==> config.mk <==
export PLATFORM = sky130hd
export DESIGN_NAME = serial_receiver
export DESIGN_NICKNAME = d
export VERILOG_FILES = /design/src/rtl/serial_receiver_pkg.sv /design/src/rtl/serial_receiver.sv
export SDC_FILE = /design/constraint.sdc
export NUM_CORES = 1
export LEC_CHECK = 0
export ABC_AREA = 1
export BUFFER_PORTS_ARGS = -buffer_cell sky130_fd_sc_hd__buf_2
export CAP_MARGIN = 10
export CORE_UTILIZATION = 50
export DETAILED_ROUTE_END_ITERATION = 10
export PLACE_DENSITY = 0.69
export SLEW_MARGIN = 20
export SYNTH_ARGS = -nofsm -noshare
export SYNTH_HDL_FRONTEND = slang
export SYNTH_SLANG_ARGS = --single-unit
==> constraint.sdc <==
create_clock -name clk -period 1.6 [get_ports clk]
set_input_delay 0.16 -clock clk [delete_from_list [all_inputs] [get_ports clk]]
set_output_delay 0.16 -clock clk [all_outputs]
set_load 0.005 [all_outputs]
==> src/rtl/serial_receiver_pkg.sv <==
// Shared definitions for the single-wire serial link (transmitter and receiver).
//   DATA_W      payload width in bits
//   FRAME_BITS  line bits per frame: start, parity, DATA_W data bits, stop
//   rx_state_t  receiver frame-tracking states
//   parity_of   parity bit for a payload (payload + parity has even weight)
package serial_receiver_pkg;

    localparam int unsigned DATA_W     = 7;
    localparam int unsigned FRAME_BITS = 10;

    typedef enum logic [2:0] {
        UNARMED,
        IDLE,
        PARITY,
        DATA,
        STOP
    } rx_state_t;

    function automatic logic parity_of(input logic [DATA_W-1:0] payload);
        return ^payload;
    endfunction

endpackage

==> src/rtl/serial_receiver.sv <==
// Receive side of the single-wire serial link. One line bit is sampled per clk
// cycle (no oversampling). Frame: start, parity, data[0..6] LSB first, stop.
// Ports:
//   clk          rising-edge clock shared with the transmitter
//   rstN         asynchronous active-low reset
//   signalIn     serial line, synchronous to clk
//   dataOut      last received payload (loaded on every completed frame)
//   received     one-cycle strobe when a stop bit has been sampled
//   parityError  parity check result, valid with received, held until the next
//   frameError   stop-level check result, valid with received, held until the next
//   busy         high while a frame is being received (PARITY, DATA, STOP)
// Parameter:
//   START_STOPN  start-bit level; idle and stop level is its complement
module serial_receiver
    import serial_receiver_pkg::*;
#(
    parameter logic START_STOPN = 1'b0
) (
    input  logic              clk,
    input  logic              rstN,
    input  logic              signalIn,
    output logic [DATA_W-1:0] dataOut,
    output logic              received,
    output logic              parityError,
    output logic              frameError,
    output logic              busy
);

    localparam logic STOP_LEVEL = ~START_STOPN;

    rx_state_t         state;
    rx_state_t         state_next;
    logic [2:0]        index;
    logic [DATA_W-1:0] data;
    logic              parity_bit;

    always_ff @(posedge clk or negedge rstN) begin
        if (!rstN) begin
            state <= UNARMED;
        end else begin
            state <= state_next;
        end
    end

    always_comb begin
        state_next = state;
        busy       = 1'b0;
        unique case (state)
            // A line parked at start level after reset or a bad stop must
            // first show the idle level before a falling edge counts as start.
            UNARMED: begin
                if (signalIn == STOP_LEVEL) begin
                    state_next = IDLE;
                end
            end
            IDLE: begin
                if (signalIn == START_STOPN) begin
                    state_next = PARITY;
                end
            end
            PARITY: begin
                busy       = 1'b1;
                state_next = DATA;
            end
            DATA: begin
                busy = 1'b1;
                if (index == 3'd6) begin
                    state_next = STOP;
                end
            end
            STOP: begin
                busy       = 1'b1;
                state_next = (signalIn == STOP_LEVEL) ? IDLE : UNARMED;
            end
            default: begin
                state_next = UNARMED;
            end
        endcase
    end

    always_ff @(posedge clk or negedge rstN) begin
        if (!rstN) begin
            index       <= '0;
            data        <= '0;
            parity_bit  <= 1'b0;
            dataOut     <= '0;
            received    <= 1'b0;
            parityError <= 1'b0;
            frameError  <= 1'b0;
        end else begin
            received <= 1'b0;
            unique case (state)
                PARITY: begin
                    parity_bit <= signalIn;
                    index      <= '0;
                end
                DATA: begin
                    data[index] <= signalIn;
                    index       <= index + 3'd1;
                end
                STOP: begin
                    dataOut     <= data;
                    received    <= 1'b1;
                    parityError <= parity_of(data) ^ parity_bit;
                    frameError  <= (signalIn != STOP_LEVEL);
                end
                default: begin
                end
            endcase
        end
    end

endmodule

==> results of run 1 <==
## repair_timing
action,in CTS,in global routing
setup endpoints to repair,0,1
hold buffers,1,0
resized for setup,0,1
hold endpoints to repair,24,0
## placed cells by master, fill, tap and decap left out, drive strengths merged
cell type	n
a21oi	1
buf	14
clkbuf	3
dfrtp	24
dlygate4sd3	1
ha	2
inv	19
nand2	51
nand3	9
nor2	13
nor3	1
o21ai	18
o21bai	1
o22ai	3
## flip-flops by register name, summed over array words and instances (netlist names)
name         cells
dataOut          7
parity_bit       1
state            3
data             7
frameError       1
received         1
index            3
parityError      1
## cell type report
| type | instances | area share |
|---|---|---|
| Sequential cell | 24 | 0.469 |
| Multi-Input combinational cell | 99 | 0.365 |
| Clock buffer | 3 | 0.0175 |
| Tap cell | 28 | 0.0273 |
| Timing Repair Buffer | 15 | 0.0643 |
| Inverter | 19 | 0.0575 |
## cells in the mapped netlist
library cell | n | area, um^2
sky130_fd_sc_hd__o21ai_1 | 4 | 20.0
sky130_fd_sc_hd__inv_4 | 1 | 6.26
sky130_fd_sc_hd__o22ai_1 | 3 | 18.8
sky130_fd_sc_hd__nand3_1 | 8 | 40.0
sky130_fd_sc_hd__nand2_1 | 50 | 188
sky130_fd_sc_hd__nor2_1 | 11 | 41.3
sky130_fd_sc_hd__nor2_4 | 1 | 11.3
sky130_fd_sc_hd__o21bai_1 | 1 | 7.51
sky130_fd_sc_hd__nand3_2 | 1 | 10.0
sky130_fd_sc_hd__buf_2 | 1 | 5.00
sky130_fd_sc_hd__ha_1 | 2 | 25.0
sky130_fd_sc_hd__o21ai_0 | 14 | 70.1
sky130_fd_sc_hd__nor3_1 | 1 | 5.00
sky130_fd_sc_hd__dfrtp_1 | 24 | 601
sky130_fd_sc_hd__nor2_8 | 1 | 20.0
sky130_fd_sc_hd__clkbuf_1 | 1 | 3.75
sky130_fd_sc_hd__inv_1 | 18 | 67.6
sky130_fd_sc_hd__a21oi_1 | 1 | 5.00
sky130_fd_sc_hd__nand2_2 | 1 | 6.26
## layer usage
| layer | wire [um] | vias up |
|---|---|---|
| met5 | 0 | - |
| met4 | 17 | 0 |
| met3 | 46 | 2 |
| met2 | 942 | 16 |
| met1 | 982 | 427 |
| li1 | - | 485 |
## logic make-up after synthesis
| logic type | synth area share |
|---|---|
| flops | 0.522 |
| buf+inv | 0.0717 |
| simple gates | 0.279 |
| compound gates | 0.105 |
| fa+ha+maj | 0.0217 |
## power groups by stage
stage          clock, uW  combinational, uW  sequential, uW
2_1_floorplan          0                847            1140
3_3_place_gp           0               1130            1150
3_5_place_dp           0               1170            1170
4_1_cts              260               1180            1160
5_1_grt              276               1380            1210
6_report             248               1160            1160
## stage by stage
step | area, um^2 | power [uW]
global placement | 1250 | 2290
finish | 1280 | 2570
global route | 1280 | 2870
floorplan | 1150 | 1990
CTS | 1280 | 2600
detailed placement | 1250 | 2340
## path summary, 6_finish.rpt
| kind | start | endpoint | slack, ps |
|---|---|---|---|
| max | state[0] | busy | 120 |
| min | signalIn | frameError | 100 |
| max reg2reg | state[2] | data[6] | 340 |
| min reg2reg | dataOut[3] | dataOut[3] | 490 |
| max in group asynchronous | rstN | state[0] | 880 |
| min in group asynchronous | rstN | dataOut[6] | 350 |
## worst reg2reg max path: cells and delay by family, from the launching register on
| kind | cells | cell delay, ps |
|---|---|---|
| and+or+nand+nor | 5 | 520 |
| buffers and inverters | 2 | 150 |
| DFF | 1 | 440 |
| AOI/OAI and AO/OA | 1 | 50 |
==> impl_metrics.yaml, run 1 <==
grt:
  grt_overflow_total: 0
  grt_max_degree: 25
  grt_antenna_before_repair: 0
  global_route.usage.met3: 0.0278
  met2_usage_grt: 0.324
  grt.busiest_layer: "met2"
  grt_pass1_vias: 839
  grt_first_pass_wirelength_mm: 3.53
  gr-usage-met1: 0.229
  groute.usage.overall: 0.187
pwr:
  seq_power_share: 0.452
  power_switching_share: 0.431
  power.share.combinational: 0.452
  clock_power_share: 0.097
  p_switching_uw: 1110
  vdd.ir_drop.worst_mv: 1.09
  leakage_uw: 0.000700
  power.density_cell_area_nw_per_um2: 2000
  p_int_uw: 1460
synthesis:
  yosysUniqueCellTypes: 19
  ys_warnings: 0
  postSynthNetCount: 149
  synthesis.instances: 144
  yosysSeqAreaShare: 0.522
  syn_area_cell_um2: 7.99
  synth_area_um2: 1150
  synth_seq_cells: 24
worst_setup_path:
  path_delay_family: "flip-flops"
  timing.critical_path.from_type: "register"
  critPathMostFrequentCell: "sky130_fd_sc_hd__nand2_1"
  timing.critical_path.fanout_max: 19
  type_of_element_capturing_the_critical_path: "primary output"
  critical_path_required_ps: 1440
  cp_cell_sequence: "nor2_1, nand2_1, buf_4, nand2_1, buf_2"
  critical_path.n_buffers_inverters: 2
  critical_path_arrival_ps: 1320
  r2r_cells: 8
  crit_path_max_incr_delay_ps: 470
  crit_slowest_cell: "sky130_fd_sc_hd__dfrtp_2"
  crit_type: "reg2out"
  critical_path_depth: 5
sta:
  hold-worst-slack_ps: 96.7
  timing_hold_violations_final: 0
  setup_total_negative_slack_ps: 0
  timing.max_slew.rel_slack: 0.653
  timing.final.max_slew_violations: 0
  final_cycle_share: 0.927
  achievable_freq_ghz: 0.674
  max_slew.worst_pin.slew_ps: 521
  final.setup.worst_slack_ps: 117
  layout_min_cycle_time_ps: 1480
  worst_case_clock_skew_ps: 4.47
  setup_viol: 0
  rsz0062_at_grt: "false"
finish:
  total_of_fill_cells_in_the_finished_design: 204
  area.sequential_um2: 602
  drive_above_1_share: 0.144
  multi_input_area_um2: 468
  area_growth_syn_to_layout_pct: 11.5
  post-route-util: 0.586
  final_nets: 167
  n_antenna_cell: 0
  final-instance-count-excl-fill: 188
outcome:
  run_status: "finished, final reports clean"
drt:
  ant_nets: 0
  viasPerCell: 4.95
  first_iter_violations: 15
  drt_first_pass_iters: 4
  drt_wl_total_mm: 1.99
  via_count: 930
  drc: 0
  avgRoutedWirePerCell_um: 10.6
clocking:
  ctsRootBufferMaster: "sky130_fd_sc_hd__clkbuf_4"
  tritoncts: "yes"
  clk-insertion-delay-late_ps: 300
  cts.path.max_buffers: 2
  post_cts.repair.setup_buffers: 0
  number_of_buffers_created_by_cts: 3
  clkSlewWorstSetupHoldPaths_ps: 120
  clock-sinks: 24
  cts_max_level: 1
floorplan:
  die-height_um: 50.0
  design.core.area_um2: 2190
  floorplan.io_pins: 14
  die_w_um: 50.0
  start_util: 0.525
  row_count: 17
  design.die.area_um2: 2500
job:
  max_cap_violations: 0
placement:
  setup_slack_after_placement_ps: 344
  dp_hpwl_mm: 1.49
  place.port_buffers: 13
  placedCellCount: 184
  globalplace.congestion: 0.852
min_path:
  whs_path_depth: 2
  worstHoldPathType: "in2reg"
Power figures use the tool's default switching activity.
==> run 2: changes to the inputs <==
--- a/config.mk
+++ b/config.mk
@@ -10,7 +10,7 @@
 export CAP_MARGIN = 10
 export CORE_UTILIZATION = 50
 export DETAILED_ROUTE_END_ITERATION = 10
-export PLACE_DENSITY = 0.69
+export PLACE_DENSITY = 0.76
 export SLEW_MARGIN = 20
 export SYNTH_ARGS = -nofsm -noshare
 export SYNTH_HDL_FRONTEND = slang
==> run 2 against run 1 <==
  * The run now ends with design-rule violations left
  * Cell area about the same
  * Clock-buffer cell count stayed put
  * Utilization up 0.057 points
  * Non-clock buffer count decreased by 1
  * Sequential share of layout area decreased by 0.14 points
  * Largest power group is now combinational cells
  * Highest routed layer unchanged
==> impl_metrics.yaml, run 2 (synthesized netlist as in run 1, its figures left out) <==
placement:
  placedCellCount: 183
  dp_hpwl_mm: 1.47
  globalplace.congestion: 0.775
  placement.cell_area_um2: 1240
  place.port_buffers: 13
grt:
  groute.usage.overall: 0.202
  grt_overflow_total: 0
  grt_pass1_vias: 957
  grt_max_degree: 25
  grt_antenna_before_repair: 0
  grt_first_pass_wirelength_mm: 3.83
sta:
  setup_viol: 0
  timing.final.max_slew_violations: 0
  layout_min_cycle_time_ps: 1500
  achievable_freq_ghz: 0.667
  rsz0062_at_grt: "false"
  timing_hold_violations_final: 0
  final_cycle_share: 0.937
  timing.max_slew.rel_slack: 0.655
  max_slew.worst_pin.slew_ps: 518
  setup_total_negative_slack_ps: 0
  hold-worst-slack_ps: 92.4
  worst_case_clock_skew_ps: 3.24
pwr:
  power_switching_share: 0.435
  clock_power_share: 0.096
  p_switching_uw: 1120
  leakage_uw: 0.000707
  p_int_uw: 1460
  power.density_cell_area_nw_per_um2: 2010
  vdd.ir_drop.worst_mv: 0.917
  seq_power_share: 0.449
  power.share.combinational: 0.454
outcome:
  run_status: "complete, but fails checks"
  violations: "design-rule violations"
clocking:
  clk-insertion-delay-late_ps: 300
  ctsRootBufferMaster: "sky130_fd_sc_hd__clkbuf_4"
  cts.path.max_buffers: 2
  clkSlewWorstSetupHoldPaths_ps: 120
  cts_max_level: 1
  clock-sinks: 24
  number_of_buffers_created_by_cts: 3
  tritoncts: "yes"
worst_setup_path:
  timing.critical_path.fanout_max: 20
  r2r_setup_slack_ps: 240
  critical_path_required_ps: 1440
  timing.critical_path.from_type: "register"
  r2r_cells: 7
  critical_path.n_buffers_inverters: 1
  worst_r2r_endpoint: "state[0]"
  critical_path_arrival_ps: 1340
  type_of_element_capturing_the_critical_path: "primary output"
  path_delay_family: "simple AND/OR/NAND/NOR gates"
  crit_slowest_cell: "sky130_fd_sc_hd__dfrtp_1"
  crit_path_max_incr_delay_ps: 460
  cp_cell_sequence: "nor2_1, nand2_4, nand2_1, buf_2"
  crit_type: "reg2out"
  critical_path.reg2reg.startpoint: "state[2]"
drt:
  first_iter_violations: 17
  viasPerCell: 4.95
  avgRoutedWirePerCell_um: 10.6
  drt_first_pass_iters: 8
  drc: 2
  ant_nets: 0
  via_count: 926
  drt_wl_total_mm: 1.98
floorplan:
  floorplan.io_pins: 14
  die-height_um: 50.0
  design.die.area_um2: 2500
  row_count: 17
  design.core.area_um2: 2190
  start_util: 0.525
  die_w_um: 50.0
finish:
  post-route-util: 0.587
  layout_top_registers: "dataOut (7), data (7)"
  total_of_fill_cells_in_the_finished_design: 197
  multi_input_area_um2: 478
  final-instance-count-excl-fill: 187
  area.sequential_um2: 601
  layout.cells.most_common_list: "49 x sky130_fd_sc_hd__nand2_1, 24 x sky130_fd_sc_hd__dfrtp_1, 18 x sky130_fd_sc_hd__inv_1, 14 x sky130_fd_sc_hd__o21ai_0, 13 x sky130_fd_sc_hd__buf_2"
  area_growth_syn_to_layout_pct: 11.6
  drive_above_1_share: 0.145
  design_area_um2: 1280
  layout.cells.most_common: "sky130_fd_sc_hd__nand2_1"
  final_nets: 166
  n_antenna_cell: 0
min_path:
  worstHoldPathType: "in2reg"
  hold_end: "frameError"
  whs_path_depth: 2
  holdCritStartpoint: "signalIn"
job:
  max_cap_violations: 0
[run 2: cell types whose count changed in the layout (fill, tap and decap cells not counted), sizes merged]
| cell | previous run | this run |
|---|---|---|
| buf | 14 | 13 |
[run 2: what timing repair did]
action                     4_1_cts  5_1_grt
resized for setup                1        2
pin swaps                        0        0
hold endpoints to repair        24        0
buffers inserted                 0        0
hold buffers                     1        0
cloned                           0        0
setup endpoints to repair        1        1
[run 2: layout make-up]
| type | instances | area share |
|---|---|---|
| multi-input cells | 99 | 0.372 |
| well taps | 28 | 0.0273 |
| inverters | 19 | 0.0574 |
| flip-flops and latches | 24 | 0.467 |
| repair buffers | 14 | 0.0584 |
| clock buffers | 3 | 0.0175 |
[run 2: power groups by stage]
stage / clock network [uW] / logic, uW / registers (uW)
6_report: 249 / 1170 / 1160
5_1_grt: 284 / 1390 / 1210
4_1_cts: 267 / 1170 / 1150
3_5_place_dp: 0 / 1160 / 1170
3_3_place_gp: 0 / 1110 / 1150
2_1_floorplan: 0 / 847 / 1140
[run 2: how the worst max path moves through the flow]
| stage | start | to | slack, ps | depth (start not counted) |
|---|---|---|---|---|
| 2_1_floorplan | index[0] | state[0] | 470 | 6 |
| 3_3_place_gp | state[0] | state[0] | 290 | 5 |
| 3_5_place_dp | state[0] | state[0] | 240 | 5 |
| 4_1_cts | state[0] | busy | 60 | 4 |
| 5_1_grt | state[0] | busy | 0.2 | 4 |
| 6_report | state[0] | busy | 100 | 4 |
[run 2: routing by layer]
layer	wire, um	track usage	part of all wire
met2	969	0.367	0.49
met3	43	0.0278	0.022
met4	26	0.0905	0.013
met5	0	0	0
met1	941	0.232	0.48
[run 2: through the flow]
stage	power [uW]	setup WS [ps]
finish	2580	100
floorplan	1990	474
CTS	2600	58.8
global route	2890	0.248
global placement	2260	292
detailed placement	2330	242
==> run 3: changes to the inputs <==
--- a/config.mk
+++ b/config.mk
@@ -8,9 +8,9 @@
 export ABC_AREA = 1
 export BUFFER_PORTS_ARGS = -buffer_cell sky130_fd_sc_hd__buf_2
 export CAP_MARGIN = 10
-export CORE_UTILIZATION = 50
+export CORE_UTILIZATION = 55
 export DETAILED_ROUTE_END_ITERATION = 10
-export PLACE_DENSITY = 0.76
+export PLACE_DENSITY = 0.82
 export SLEW_MARGIN = 20
 export SYNTH_ARGS = -nofsm -noshare
 export SYNTH_HDL_FRONTEND = slang
==> run 3 against run 2 <==
  * The flow now finishes without violations
  * Clock skew shrank 2.0 ps
  * Register-to-register slack gained 30 ps
  * Cell area is essentially flat
  * Power grew 1.1%
  * Sequential power is essentially flat
  * Sequential share of layout area is essentially flat
  * Critical path depth is the same
  * Global-route usage grew 0.16 points
  * Critical path type unchanged
  * Largest power group is now sequential cells
==> impl_metrics.yaml, run 3 (synthesized netlist as in run 1, its figures left out) <==
grt:
  grt_first_pass_wirelength_mm: 3.25
  grt_pass1_vias: 796
  grt_overflow_total: 0
  grt_antenna_before_repair: 0
  groute.usage.overall: 0.204
  grt_max_degree: 25
worst_setup_path:
  timing.critical_path.from_type: "register"
  worst_r2r_endpoint: "state[0]"
  critical_path_arrival_ps: 1320
  type_of_element_capturing_the_critical_path: "primary output"
  critical_path.reg2reg.startpoint: "state[2]"
  r2r_cells: 7
  timing.critical_path.fanout_max: 20
  cp-startpoint: "state[0]"
  setup.worst_path.end: "busy"
  crit_type: "reg2out"
  critical_path_required_ps: 1440
  r2r_setup_slack_ps: 270
pwr:
  p_int_uw: 1460
  power.share.combinational: 0.452
  p_switching_uw: 1150
  power_switching_share: 0.440
  clock_power_share: 0.098
  leakage_uw: 0.000708
  vdd.ir_drop.worst_mv: 1.21
  power.density_cell_area_nw_per_um2: 2030
  seq_power_share: 0.450
floorplan:
  start_util: 0.587
  design.core.area_um2: 1960
  design.die.area_um2: 2280
  die-height_um: 47.8
  row_count: 16
  die_w_um: 47.8
  floorplan.io_pins: 14
drt:
  first_iter_violations: 4
  avgRoutedWirePerCell_um: 10.7
  viasPerCell: 5.12
  drc: 0
  ant_nets: 0
  drt_first_pass_iters: 4
  drt_wl_total_mm: 2.00
  via_count: 953
clocking:
  ctsRootBufferMaster: "sky130_fd_sc_hd__clkbuf_4"
  clkSlewWorstSetupHoldPaths_ps: 120
  clock-sinks: 24
  cts.path.max_buffers: 2
  cts_max_level: 1
  clk-insertion-delay-late_ps: 300
  tritoncts: "yes"
  post_cts.repair.setup_buffers: 0
  number_of_buffers_created_by_cts: 3
sta:
  final_cycle_share: 0.926
  max_slew.worst_pin.slew_ps: 513
  timing_hold_violations_final: 0
  achievable_freq_ghz: 0.675
  rsz0062_at_grt: "false"
  setup_total_negative_slack_ps: 0
  timing.final.max_slew_violations: 0
  worst_case_clock_skew_ps: 1.28
  timing.max_slew.rel_slack: 0.658
  hold-worst-slack_ps: 85.8
  layout_min_cycle_time_ps: 1480
  setup_viol: 0
min_path:
  worstHoldPathType: "in2reg"
outcome:
  run_status: "finished, final reports clean"
placement:
  globalplace.congestion: 0.754
  dp_hpwl_mm: 1.49
  place.port_buffers: 13
job:
  max_cap_violations: 0
finish:
  post-route-util: 0.656
  total_of_fill_cells_in_the_finished_design: 169
  drive_above_1_share: 0.151
  final_nets: 166
  layout.cells.most_common_list: "49 x sky130_fd_sc_hd__nand2_1, 24 x sky130_fd_sc_hd__dfrtp_1, 18 x sky130_fd_sc_hd__inv_1, 14 x sky130_fd_sc_hd__o21ai_0, 13 x sky130_fd_sc_hd__buf_2"
  layout.cells.most_common: "sky130_fd_sc_hd__nand2_1"
  layout_top_registers: "dataOut (7), data (7)"
  n_antenna_cell: 0
  area_growth_syn_to_layout_pct: 11.7
==> run 3: changes by cell type in the layout (fill, tap and decap cells not counted) <==
cell / previous run / this run
sky130_fd_sc_hd__nor2_1: 10 / 9
sky130_fd_sc_hd__nor2_2: 1 / 2
==> run 3: worst min path at each step <==
| stage | from | depth (start not counted) | end |
|---|---|---|---|
| after global placement | rstN | 1 | dataOut[1] |
| after floorplan | rstN | 0 | dataOut[0] |
| after CTS | signalIn | 2 | frameError |
| after detailed placement | rstN | 1 | dataOut[1] |
| after global routing | signalIn | 2 | frameError |
| final | signalIn | 2 | frameError |
==> run 3: timing repair <==
action / CTS / global route
setup endpoints to repair: 1 / 1
resized for setup: 1 / 3
cloned: 0 / 0
endpoints found under the hold margin: 24 / 0
hold buffers: 1 / 0
==> run 3: cell type report <==
| class | count | area, um^2 | area share |
|---|---|---|---|
| tap | 27 | 33.8 | 0.0263 |
| sequential | 24 | 601 | 0.467 |
| clock buffer | 3 | 22.5 | 0.0175 |
| multi-input combinational | 99 | 480 | 0.374 |
| inverter | 19 | 73.8 | 0.0574 |
| timing repair buffer | 14 | 75.1 | 0.0584 |
==> run 3: worst max-delay path, cell delays in order, from the launching register on <==
cell and delay [ps]:
sky130_fd_sc_hd__dfrtp_1 480, sky130_fd_sc_hd__nor2_2 180, sky130_fd_sc_hd__nand2_4 140, sky130_fd_sc_hd__nand2_1 100
sky130_fd_sc_hd__buf_2 110
==> run 3: routing by layer <==
layer,up-vias,track usage,routed length [um]
li1,490,-,-
met3,4,0.0226,35
met4,0,0.0889,31
met1,447,0.270,938
met2,12,0.338,990
met5,-,0,0
==> run 3: power groups by stage <==
stage	registers [uW]	logic, uW	clock network, uW
floorplan	1140	847	0
global placement	1150	1110	0
detailed placement	1180	1160	0
CTS	1160	1170	258
global route	1220	1390	280
finish	1180	1180	256
==> run 3: per-stage QoR <==
stage	setup slack [ps]	area (um^2)	power, uW	instances
after global routing	8.91	1290	2890	186
final	118	1290	2610	186
after global placement	305	1240	2260	182
after CTS	55.6	1280	2600	186
after detailed placement	211	1240	2340	182
after floorplan	474	1150	1990	144
